==> config.mk <==
export PLATFORM = sky130hd
export DESIGN_NAME = traffic_light_monitor_flat
export DESIGN_NICKNAME = d
export VERILOG_FILES = /design/src/rtl/traffic_light_monitor_if.sv /design/src/rtl/traffic_light_monitor.sv /design/src/flat_wrapper.sv
export SDC_FILE = /design/constraint.sdc
export NUM_CORES = 1
export LEC_CHECK = 0
export CAP_MARGIN = 20
export CORE_ASPECT_RATIO = 0.6
export CORE_MARGIN = 2
export CORE_UTILIZATION = 47
export CTS_BUF_LIST = sky130_fd_sc_hd__clkbuf_4 sky130_fd_sc_hd__clkbuf_8
export DETAILED_ROUTE_END_ITERATION = 16
export PLACE_DENSITY = 0.83
export SYNTH_ARGS = -nofsm -noshare
export SYNTH_HDL_FRONTEND = slang
export SYNTH_SLANG_ARGS = --single-unit
==> constraint.sdc <==
create_clock -name clk -period 3.4 [get_ports clk]
set_input_delay 0.34 -clock clk [delete_from_list [all_inputs] [get_ports clk]]
set_output_delay 0.34 -clock clk [all_outputs]
set_load 0.005 [all_outputs]
==> src/rtl/traffic_light_monitor_if.sv <==
// Bus between the junction controller outputs and the traffic-light monitor:
// the observed light pair and clear strobe in, decoded status and sticky errors out.
interface traffic_light_monitor_if #(
    parameter int CNT_W = 8
);
    logic             main_road;
    logic             side_road;
    logic             clear;
    logic [1:0]       phase;
    logic [CNT_W-1:0] dwell;
    logic [CNT_W-1:0] cycle_count;
    logic             conflict_err;
    logic             seq_err;
    logic             dwell_err;
    logic             fault;

    modport master (
        output main_road, side_road, clear,
        input  phase, dwell, cycle_count, conflict_err, seq_err, dwell_err, fault
    );

    modport slave (
        input  main_road, side_road, clear,
        output phase, dwell, cycle_count, conflict_err, seq_err, dwell_err, fault
    );
endinterface

==> src/rtl/traffic_light_monitor.sv <==
// Receive-side checker for the junction controller's light pair: phase decode,
// dwell/cycle counting and sticky error flags. Optional green-dwell limits: TL_MON_DWELL_CHECK_EN.
module traffic_light_monitor #(
    parameter int CNT_W     = 8,
    parameter int MIN_GREEN = 1,
    parameter int MAX_GREEN = 8
) (
    input  logic                   clk,
    input  logic                   rst_n,
    traffic_light_monitor_if.slave bus
);

`ifdef TL_MON_DWELL_CHECK_EN
    localparam bit DWELL_CHK = 1'b1;
`else
    localparam bit DWELL_CHK = 1'b0;
`endif

    localparam logic [CNT_W-1:0] CNT_MAX = '1;
    localparam logic [CNT_W-1:0] CNT_ONE = CNT_W'(1);

    typedef enum logic [2:0] {
        S_UNKNOWN,
        S_RED,
        S_MAIN,
        S_SIDE,
        S_FAULT
    } state_e;

    typedef enum logic [1:0] {
        IN_RED,
        IN_MAIN,
        IN_SIDE,
        IN_CONFLICT
    } obs_e;

    state_e           state_q, state_d;
    logic [CNT_W-1:0] dwell_q, dwell_d;
    logic [CNT_W-1:0] cycle_q, cycle_d;
    logic             conflict_q, conflict_d;
    logic             seq_q, seq_d;
    logic             dwell_err_q, dwell_err_d;

    obs_e             obs;
    state_e           obs_state;
    logic             in_green;
    logic             below_min;
    logic             at_max;
    logic [1:0]       phase;

    // NOTE: every always_comb output gets a default before any branch, so no path can infer a latch.
    always_comb begin
        obs       = IN_CONFLICT;
        obs_state = S_FAULT;
        unique case ({bus.main_road, bus.side_road})
            2'b10:   begin obs = IN_MAIN; obs_state = S_MAIN; end
            2'b01:   begin obs = IN_SIDE; obs_state = S_SIDE; end
            2'b00:   begin obs = IN_RED;  obs_state = S_RED;  end
            default: begin obs = IN_CONFLICT; obs_state = S_FAULT; end
        endcase
    end

    assign in_green  = (state_q == S_MAIN) || (state_q == S_SIDE);
    assign below_min = 32'(dwell_q) <  MIN_GREEN;
    assign at_max    = 32'(dwell_q) >= MAX_GREEN;

    always_comb begin
        state_d     = state_q;
        dwell_d     = dwell_q;
        cycle_d     = cycle_q;
        // clear drops the sticky flags; an error event below in the same cycle re-sets them
        conflict_d  = bus.clear ? 1'b0 : conflict_q;
        seq_d       = bus.clear ? 1'b0 : seq_q;
        dwell_err_d = bus.clear ? 1'b0 : dwell_err_q;

        unique case (state_q)
            S_FAULT: begin
                if (bus.clear) begin
                    state_d = S_UNKNOWN;
                end
            end

            S_UNKNOWN: begin
                if (obs == IN_CONFLICT) begin
                    state_d    = S_FAULT;
                    conflict_d = 1'b1;
                end else begin
                    state_d = obs_state;
                    dwell_d = CNT_ONE;
                end
            end

            default: begin
                if (obs == IN_CONFLICT) begin
                    state_d    = S_FAULT;
                    conflict_d = 1'b1;
                    if (DWELL_CHK && in_green && below_min) begin
                        dwell_err_d = 1'b1;
                    end
                end else if (obs_state == state_q) begin
                    dwell_d = (dwell_q == CNT_MAX) ? dwell_q : dwell_q + CNT_ONE;
                    if (DWELL_CHK && in_green && at_max) begin
                        dwell_err_d = 1'b1;
                    end
                end else begin
                    state_d = obs_state;
                    dwell_d = CNT_ONE;
                    if (DWELL_CHK && in_green && below_min) begin
                        dwell_err_d = 1'b1;
                    end
                    if (state_q == S_RED && obs == IN_SIDE) begin
                        seq_d = 1'b1;
                    end
                    if (state_q == S_SIDE && obs == IN_MAIN && cycle_q != CNT_MAX) begin
                        cycle_d = cycle_q + CNT_ONE;
                    end
                end
            end
        endcase
    end

    // NOTE: sequential state uses non-blocking assignments so all registers update from pre-edge values.
    always_ff @(posedge clk or negedge rst_n) begin
        if (!rst_n) begin
            state_q     <= S_UNKNOWN;
            dwell_q     <= '0;
            cycle_q     <= '0;
            conflict_q  <= 1'b0;
            seq_q       <= 1'b0;
            dwell_err_q <= 1'b0;
        end else begin
            state_q     <= state_d;
            dwell_q     <= dwell_d;
            cycle_q     <= cycle_d;
            conflict_q  <= conflict_d;
            seq_q       <= seq_d;
            dwell_err_q <= dwell_err_d;
        end
    end

    always_comb begin
        phase = 2'b11;
        unique case (state_q)
            S_MAIN:  phase = 2'b00;
            S_SIDE:  phase = 2'b01;
            S_RED:   phase = 2'b10;
            default: phase = 2'b11;
        endcase
    end

    assign bus.phase        = phase;
    assign bus.dwell        = dwell_q;
    assign bus.cycle_count  = cycle_q;
    assign bus.conflict_err = conflict_q;
    assign bus.seq_err      = seq_q;
    assign bus.dwell_err    = DWELL_CHK ? dwell_err_q : 1'b0;
    assign bus.fault        = (state_q == S_FAULT);

endmodule

==> src/flat_wrapper.sv <==
// flat-port wrapper written by rule: the top's interface ports become plain ports
module traffic_light_monitor_flat 
#(
    parameter int CNT_W     = 8,
    parameter int MIN_GREEN = 1,
    parameter int MAX_GREEN = 8
)
  (clk, rst_n, bus_main_road, bus_side_road, bus_clear, bus_phase, bus_dwell, bus_cycle_count, bus_conflict_err, bus_seq_err, bus_dwell_err, bus_fault);
  traffic_light_monitor_if #(.CNT_W(CNT_W)) bus_i ();
  input  logic clk;
  input  logic rst_n;
  input wire logic [$bits(bus_i.main_road)-1:0] bus_main_road;
  input wire logic [$bits(bus_i.side_road)-1:0] bus_side_road;
  input wire logic [$bits(bus_i.clear)-1:0] bus_clear;
  output wire logic [$bits(bus_i.phase)-1:0] bus_phase;
  output wire logic [$bits(bus_i.dwell)-1:0] bus_dwell;
  output wire logic [$bits(bus_i.cycle_count)-1:0] bus_cycle_count;
  output wire logic [$bits(bus_i.conflict_err)-1:0] bus_conflict_err;
  output wire logic [$bits(bus_i.seq_err)-1:0] bus_seq_err;
  output wire logic [$bits(bus_i.dwell_err)-1:0] bus_dwell_err;
  output wire logic [$bits(bus_i.fault)-1:0] bus_fault;
  assign bus_i.main_road = bus_main_road;
  assign bus_i.side_road = bus_side_road;
  assign bus_i.clear = bus_clear;
  assign bus_phase = bus_i.phase;
  assign bus_dwell = bus_i.dwell;
  assign bus_cycle_count = bus_i.cycle_count;
  assign bus_conflict_err = bus_i.conflict_err;
  assign bus_seq_err = bus_i.seq_err;
  assign bus_dwell_err = bus_i.dwell_err;
  assign bus_fault = bus_i.fault;
  traffic_light_monitor #(.CNT_W(CNT_W), .MIN_GREEN(MIN_GREEN), .MAX_GREEN(MAX_GREEN)) u_core (.clk(clk), .rst_n(rst_n), .bus(bus_i));
endmodule
**After elaboration in Yosys (flattened, before gate mapping)**

Cells that the tools add are included.

- $add $sub $neg: 2
- Eq/ne operators: 15
- Mux-type cells: 21
- Bitwise gates (word level): 4
- Reductions and logical operators: 9

Operators with widths:

| kind | count |
|---|---|
| $mux W8 | 4 |
| $add A8 B1 Y8 const B | 2 |
| $pmux W8 S2 | 1 |
| $mux W3 | 4 |
| $pmux W2 S3 | 2 |
| $pmux W3 S3 | 1 |
| $eq A8 B8 Y1 const B | 1 |
| $mux W1 | 8 |
| $ne A8 B8 Y1 const B | 1 |
| $eq A2 B2 Y1 const B | 3 |
| $eq A3 B2 Y1 const B | 2 |
| $pmux W3 S2 | 1 |
| $eq A2 B1 Y1 const B | 2 |
| $ne A4 B3 Y1 const B | 1 |
| $not A1 Y1 | 4 |
| $reduce_and A4 Y1 | 1 |
| $eq A3 B1 Y1 const B | 1 |
| $eq A3 B3 Y1 | 1 |
| $eq A3 B3 Y1 const B | 1 |
| $logic_and A1 B1 Y1 | 3 |
| $logic_not A3 Y1 | 1 |
| $ne A3 B3 Y1 const B | 1 |
| $reduce_and A3 Y1 | 1 |
| $logic_not A2 Y1 | 1 |
| other kinds (3) | 3 |

- Register bits: 21
- Input bits: 5
- Output and inout bits: 22
- Logic and storage cells: 56

**Depth between registers and ports, before layout**

Gate-level depths: netlist (run 1).

- Word-level depth: 8
- Depth in mapped cells: 7

**Least setup slack after synthesis (run 1)**

OpenSTA, ideal clock, no wires.

- Path kind: input to register
- Start: input port bus_side_road
- End: register u_core.dwell_q[2], in the netlist u_core.bus.dwell[2]
- Library setup time: 95 ps
- Data arrival time: 1685 ps
- Required time: 3305 ps
- Path slack: 1619 ps
- Stages on the path: 7
- Path buffers: 0
- Path through: inv_1 -> ha_1 -> nand2_1 -> or4b_2 -> nand3_1 -> nand3_1 -> o31ai_1

- Longest elaborated chain between the ends: 6
- Elaborated cells on any way between the ends: 13

RTL lines:

| item | RTL line | RTL |
|---|---|---|
| start: declaration | flat_wrapper.sv:13 | `input wire logic [$bits(bus_i.side_road)-1:0] bus_side_road;` |
| $eq A2 B1 Y1, or another cell as far along | traffic_light_monitor.sv:55 | `unique case ({bus.main_road, bus.side_road})` |
| $pmux W3 S3 | traffic_light_monitor.sv:55 |  |
| $eq A3 B3 Y1 | traffic_light_monitor.sv:100 | `end else if (obs_state == state_q) begin` |
| $mux W8 | traffic_light_monitor.sv:100 |  |
| $mux W8 | traffic_light_monitor.sv:94 | `if (obs == IN_CONFLICT) begin` |
| $pmux W8 S2 | traffic_light_monitor.sv:76 | `unique case (state_q)` |
| end signal: assignment | traffic_light_monitor.sv:133 | `dwell_q <= dwell_d;` |
| end: declaration | traffic_light_monitor.sv:38 | `logic [CNT_W-1:0] dwell_q, dwell_d;` |

Several ways; a longest one is shown, not always the timed one. The select of a mux whose other input is x is not followed.
A chain may end at the register's enable or synchronous reset.

**Worst setup path in the final report (run 1)**

- Start: input port bus_main_road
- End: register u_core.dwell_q[0], in the netlist u_core.bus.dwell[0]

- Longest elaborated chain between the ends: 6
- Elaborated cells on any way between the ends: 13

RTL lines:

| item | RTL line | RTL |
|---|---|---|
| start: declaration | flat_wrapper.sv:12 | `input wire logic [$bits(bus_i.main_road)-1:0] bus_main_road;` |
| $eq A2 B1 Y1, or another cell as far along | traffic_light_monitor.sv:55 |  |
| $pmux W3 S3 | traffic_light_monitor.sv:55 |  |
| $eq A3 B3 Y1 | traffic_light_monitor.sv:100 |  |
| $mux W8 | traffic_light_monitor.sv:100 |  |
| $mux W8 | traffic_light_monitor.sv:94 |  |
| $pmux W8 S2 | traffic_light_monitor.sv:76 |  |

Several ways; a longest one is shown, not always the timed one. The select of a mux whose other input is x is not followed.

==> results of run 1 <==
report_power, final:
| group | switching, mW | internal [mW] |
|---|---|---|
| combinational | 0.0639 | 0.0790 |
| clock | 0.0787 | 0.0914 |
| sequential | 0.0347 | 0.270 |
| total | 0.177 | 0.441 |
through the flow:
step	hold slack [ps]	cells	setup WS [ps]	power (mW)	area, µm²
finish	496.5	170	1100	0.6179	1513
floorplan	44.41	111	1619	0.3767	1186
global route	537.5	170	969.5	0.6504	1513
detailed placement	486.2	166	907.6	0.4508	1464
global placement	474.7	166	991.3	0.4436	1464
CTS	495.9	170	1119	0.6226	1513
synthesized netlist by cell type (3+ instances only):
cell,count
xor2_1,3
ha_1,6
inv_1,6
nand4_1,5
dfrtp_1,21
nor2_1,4
nand2_1,9
nand2b_1,4
mux2i_1,3
nand3_1,7
o31ai_1,3
nor2b_1,3
xnor2_1,6
state kept, by name, summed over array words and instances (netlist names):
signal / flops
u_core.bus.conflict_err: 1
u_core.bus.cycle_count: 8
u_core.bus.seq_err: 1
u_core.bus.dwell: 8
u_core.state_q: 3
per-layer routing:
metal / vias to the layer above / share of wire, %
li1: 457 / -
met1: 458 / 48
met2: 28 / 46
met3: 2 / 5.3
met4: 0 / 0.60
met5: - / 0
layout make-up:
| cell class | instances | area [µm²] |
|---|---|---|
| Sequential cell | 21 | 525.5 |
| Timing Repair Buffer | 25 | 250.2 |
| Tap cell | 32 | 40.04 |
| Fill cell | 201 | 939.7 |
| Multi-Input combinational cell | 82 | 625.6 |
| Inverter | 6 | 22.52 |
| Clock buffer | 4 | 48.80 |
worst max-delay path by stage:
stage	from	endpoint	slack (ps)
2_1_floorplan	bus_side_road	u_core.bus.dwell[2]$_DFFE_PN0P_	1620
3_3_place_gp	bus_side_road	u_core.bus.dwell[2]$_DFFE_PN0P_	990
3_5_place_dp	bus_side_road	u_core.bus.dwell[5]$_DFFE_PN0P_	910
4_1_cts	bus_main_road	u_core.bus.dwell[0]$_DFFE_PN0P_	1120
5_1_grt	bus_main_road	u_core.bus.dwell[0]$_DFFE_PN0P_	970
6_report	bus_main_road	u_core.bus.dwell[0]$_DFFE_PN0P_	1100
cell families after synthesis:
| group | Yosys count | synth area share, % |
|---|---|---|
| flops | 21 | 44.30 |
| fa+ha+maj | 6 | 6.329 |
| buf+inv | 8 | 2.953 |
| mux | 4 | 3.481 |
| simple gates | 47 | 24.26 |
| other cells | 1 | 0.3162 |
| compound gates | 15 | 11.71 |
| xor+xnor | 9 | 6.646 |
==> impl_metrics.yaml, run 1 <==
run_status:
  status: "complete, no violations"
worst_setup_path:
  worst-path-buf-inv: 2
  cp-end-kind: "flop"
  crit_fanout: 6
  reg2reg_to: "u_core.bus.dwell[0]$_DFFE_PN0P_"
  critPathMaxStageDelay_ps: 520
  path_class: "input port to flop"
  crit_family: "simple AND/OR/NAND/NOR gates"
  cp.arrival_ps: 2440
  critPathSlowestCell: "or4_1"
  cp.depth: 8
  crit_required_ps: 3540
  r2r_slack_ps: 1450
  rr_worst_depth: 5
  cp_cell_sequence: "clkdlybuf4s50_1 > inv_1 > ha_1 > or4_1 > nor3_1 > and3b_4 > o21ai_1 > mux2i_1"
  r2r_start: "u_core.state_q[2]$_DFFE_PN0P_"
  cp-start-kind: "input port"
finish:
  diodes: 0
  final_cell_mix: "clkdlybuf4s50_1, dfrtp_1, nand2_1"
  layout_commonest_cell: "clkdlybuf4s50_1"
  drive_above_1_share_pct: 8.696
  final_core_util_pct: 61.68
  area_growth_pct: 27.53
  finalNetCount: 150
job:
  maxCapViolations: 0
placed_design:
  place_congestion: 0.8051
  place_hpwl_mm: 1.874
  place.port_buffers: 25
logic_synthesis:
  synthCells: 111
  syn_nets: 122
  synth_seq_cells: 21
  async_flop_share_pct: 100.0
  yosys.area.top_type: "dfrtp_1"
  yosysUniqueCellTypes: 39
  ys_warn_count: 0
  syn_avg_cell_area_um2: 10.69
  synth_top_area_share_pct: 44.30
  yosysSeqAreaShare_pct: 44.30
  synth_area_leaders: "dfrtp_1, ha_1, xnor2_1, nand3_1, nand2_1"
  synth_flop_cell: "dfrtp_1"
  synth_edf_count: 0
  syn_area_um2: 1186
floorplan:
  pin_count: 27
  fp.dieH_um: 42.91
  num_rows: 14
  coreArea_um2: 2452
  initial_utilization_pct: 48.37
  die_w_um: 68.86
  dieArea_um2: 2955
grt:
  gr-usage-met3_pct: 5.305
  top_usage_layer: "met2"
  grt_first_pass_wirelength_mm: 4.022
  antenna_found_initial: 0
  grtUsageMet2_pct: 26.92
  grt_pass1_vias: 893
  globalRouteOverflowTotal: 0
  grt_util_all_layers_pct: 18.23
  grt_max_degree: 22
  grt_use_met1_pct: 26.07
sta:
  tightest_slew_ps: 953.5
  final.period_utilization_pct: 67.65
  final.setup.tns_ps: 0
  slew_violations: 0
  fin_skew_ps: 2.826
  hold_viol: 0
  rsz0062_at_grt: "no"
  fmax_ghz: 0.4347
  relSlewSlack_pct: 36.23
  period_minus_slack_ps: 2300
  finalSetupViolCount: 0
worst_hold_path:
  hold_class: "flop to flop"
  holdCritStartpoint: "u_core.bus.cycle_count[4]$_DFFE_PN0P_"
  min_to: "u_core.bus.cycle_count[4]$_DFFE_PN0P_"
  whs_path_depth: 1
clock_network:
  clk_pin_slew_ps: 70
  ctsResizeCount: 0
  h-tree-depth: 1
  cts-root-buf: "clkbuf_8"
  cts_tree: "done"
  clkLatencyLatePin_ps: 260
  postCtsHoldBufs: 0
  cts_buffer_depth: 2
  cts.sinks: 21
  cts_setup_buffers: 0
  cts_buffers: 3
route:
  drt_iter0_drc: 60
  routed_wl_mm: 2.510
  drcViolationCount: 0
  detail-route-antenna-nets: 0
  dr.pass1.iters: 4
  num_vias: 945
  routedWlPerCell_um: 14.76
  vias_per_cell: 5.559
power_and_ir_drop:
  ir_drop_mv: 0.1756
  power.leakage_nw: 0.6320
  power_density_nw_per_um2: 408.5
Power figures use the tool's default switching activity.
==> inputs of run 2 (changes only) <==
==> constraint.sdc (replaced) <==
create_clock -name clk -period 2.3 [get_ports clk]
set_input_delay 0.23 -clock clk [delete_from_list [all_inputs] [get_ports clk]]
set_output_delay 0.23 -clock clk [all_outputs]
set_load 0.005 [all_outputs]
==> impl_metrics.yaml, run 2 (synthesized netlist as in run 1, its figures left out) <==
finish:
  final_cell_mix: "clkdlybuf4s50_1, dfrtp_1, nand2_1"
  final_core_util_pct: 62.81
  regArea_um2: 525.5
  fill_cells: 206
  diodes: 0
  multi_input_area_um2: 625.6
  area_growth_pct: 29.85
  finalNetCount: 154
  layout_commonest_cell: "clkdlybuf4s50_1"
  final_area_um2: 1540
  drive_above_1_share_pct: 11.27
floorplan:
  coreArea_um2: 2452
  initial_utilization_pct: 48.37
  num_rows: 14
  dieArea_um2: 2955
  fp.dieH_um: 42.91
  pin_count: 27
  die_w_um: 68.86
clock_network:
  clk_pin_slew_ps: 80
  cts_buffers: 3
  cts_buffer_depth: 2
  cts.sinks: 21
  clkLatencyLatePin_ps: 260
  ctsResizeCount: 0
  cts_tree: "done"
  postCtsHoldBufs: 0
  h-tree-depth: 1
  cts-root-buf: "clkbuf_8"
  cts_setup_buffers: 0
power_and_ir_drop:
  pwr-share-clk_pct: 26.7
  power_density_nw_per_um2: 599.0
  ir_drop_mv: 0.4124
  seq_power_share_pct: 49.3
  switchingPower_uw: 279.4
  combPwrFrac_pct: 24.0
  switching_share_pct: 30.28
  intPower_uw: 643.2
  power.leakage_nw: 0.6512
route:
  drt_iter0_drc: 34
  detail-route-antenna-nets: 0
  routedWlPerCell_um: 15.22
  num_vias: 959
  routed_wl_mm: 2.648
  drcViolationCount: 0
  vias_per_cell: 5.511
  dr.pass1.iters: 4
worst_setup_path:
  critPathSlowestCell: "clkdlybuf4s50_1"
  cp-start-kind: "input port"
  crit_fanout: 5
  crit_family: "simple AND/OR/NAND/NOR gates"
  cp-end-kind: "flop"
  cp.arrival_ps: 2270
  worst-path-buf-inv: 2
  path_class: "input port to flop"
  r2r_slack_ps: 450
  cp_cell_sequence: "clkdlybuf4s50_1 > inv_1 > ha_1 > xnor2_1 > or4bb_1 > nand3_1 > nand3_1 > o31ai_1"
  timing.critical_path.mode_cell: "nand3_1"
  crit_required_ps: 2460
  critPathMaxStageDelay_ps: 510
grt:
  grt_first_pass_wirelength_mm: 4.222
  antenna_found_initial: 0
  grt_max_degree: 22
  globalRouteOverflowTotal: 0
  grt_util_all_layers_pct: 19.92
  grt_pass1_vias: 865
sta:
  period_minus_slack_ps: 2105
  hold_viol: 0
  rsz0062_at_grt: "no"
  fmax_ghz: 0.4750
  finalSetupViolCount: 0
  final.setup.worst_slack_ps: 194.9
  slew_violations: 0
  fin_skew_ps: 2.697
  final.period_utilization_pct: 91.53
placed_design:
  place_area_um2: 1494
  place_congestion: 0.8209
  dp_slack_ps: -67.22
  place.port_buffers: 25
  place_hpwl_mm: 2.022
run_status:
  status: "complete, no violations"
worst_hold_path:
  hold_class: "input port to asynchronous set/reset pin"
job:
  maxCapViolations: 0
## run 2: power by group through the flow
stage | logic [mW] | registers, mW | clock network [mW]
after global routing | 0.241 | 0.462 | 0.265
after CTS | 0.222 | 0.452 | 0.253
after floorplan | 0.113 | 0.444 | 0
after global placement | 0.209 | 0.454 | 0
final | 0.222 | 0.455 | 0.246
after detailed placement | 0.220 | 0.459 | 0
## run 2: final cells by class
cell class                 instances  area share, %
clock inverter                     1         0.3249
tap                               32          2.600
clock buffer                       3          2.681
sequential                        21          34.12
multi-input combinational         82          40.62
inverter                           6          1.462
timing repair buffer              29          18.20
## run 2: metal layers
metal | wire length, µm | track usage [%]
met2 | 1213 | 27.88
met4 | 18 | 4.706
met3 | 138 | 7.692
met1 | 1278 | 28.96
met5 | 0 | 0
## run 2: stage by stage
stage / TNS (ps) / total power, mW / instances / hold WS [ps]
floorplan: 0 / 0.5569 / 111 / -65.59
global placement: 0 / 0.6631 / 170 / 474.4
detailed placement: -258.4 / 0.6788 / 170 / 480.7
CTS: 0 / 0.9268 / 174 / 304.0
global route: 0 / 0.9686 / 174 / 333.1
finish: 0 / 0.9226 / 174 / 307.6
## run 2: worst paths after layout
path / from / to / depth (start not counted)
worst max register to register: u_core.bus.dwell[0]$_DFFE_PN0P_ / u_core.bus.dwell[3]$_DFFE_PN0P_ / 5
worst max-delay path: bus_side_road / u_core.bus.dwell[5]$_DFFE_PN0P_ / 8
max in group asynchronous: rst_n / u_core.state_q[0]$_DFFE_PN0P_ / 2
min in group clk: u_core.bus.cycle_count[4]$_DFFE_PN0P_ / u_core.bus.cycle_count[4]$_DFFE_PN0P_ / 1
worst min-delay path: rst_n / u_core.bus.cycle_count[4]$_DFFE_PN0P_ / 2
worst min register to register: u_core.bus.cycle_count[4]$_DFFE_PN0P_ / u_core.bus.cycle_count[4]$_DFFE_PN0P_ / 1
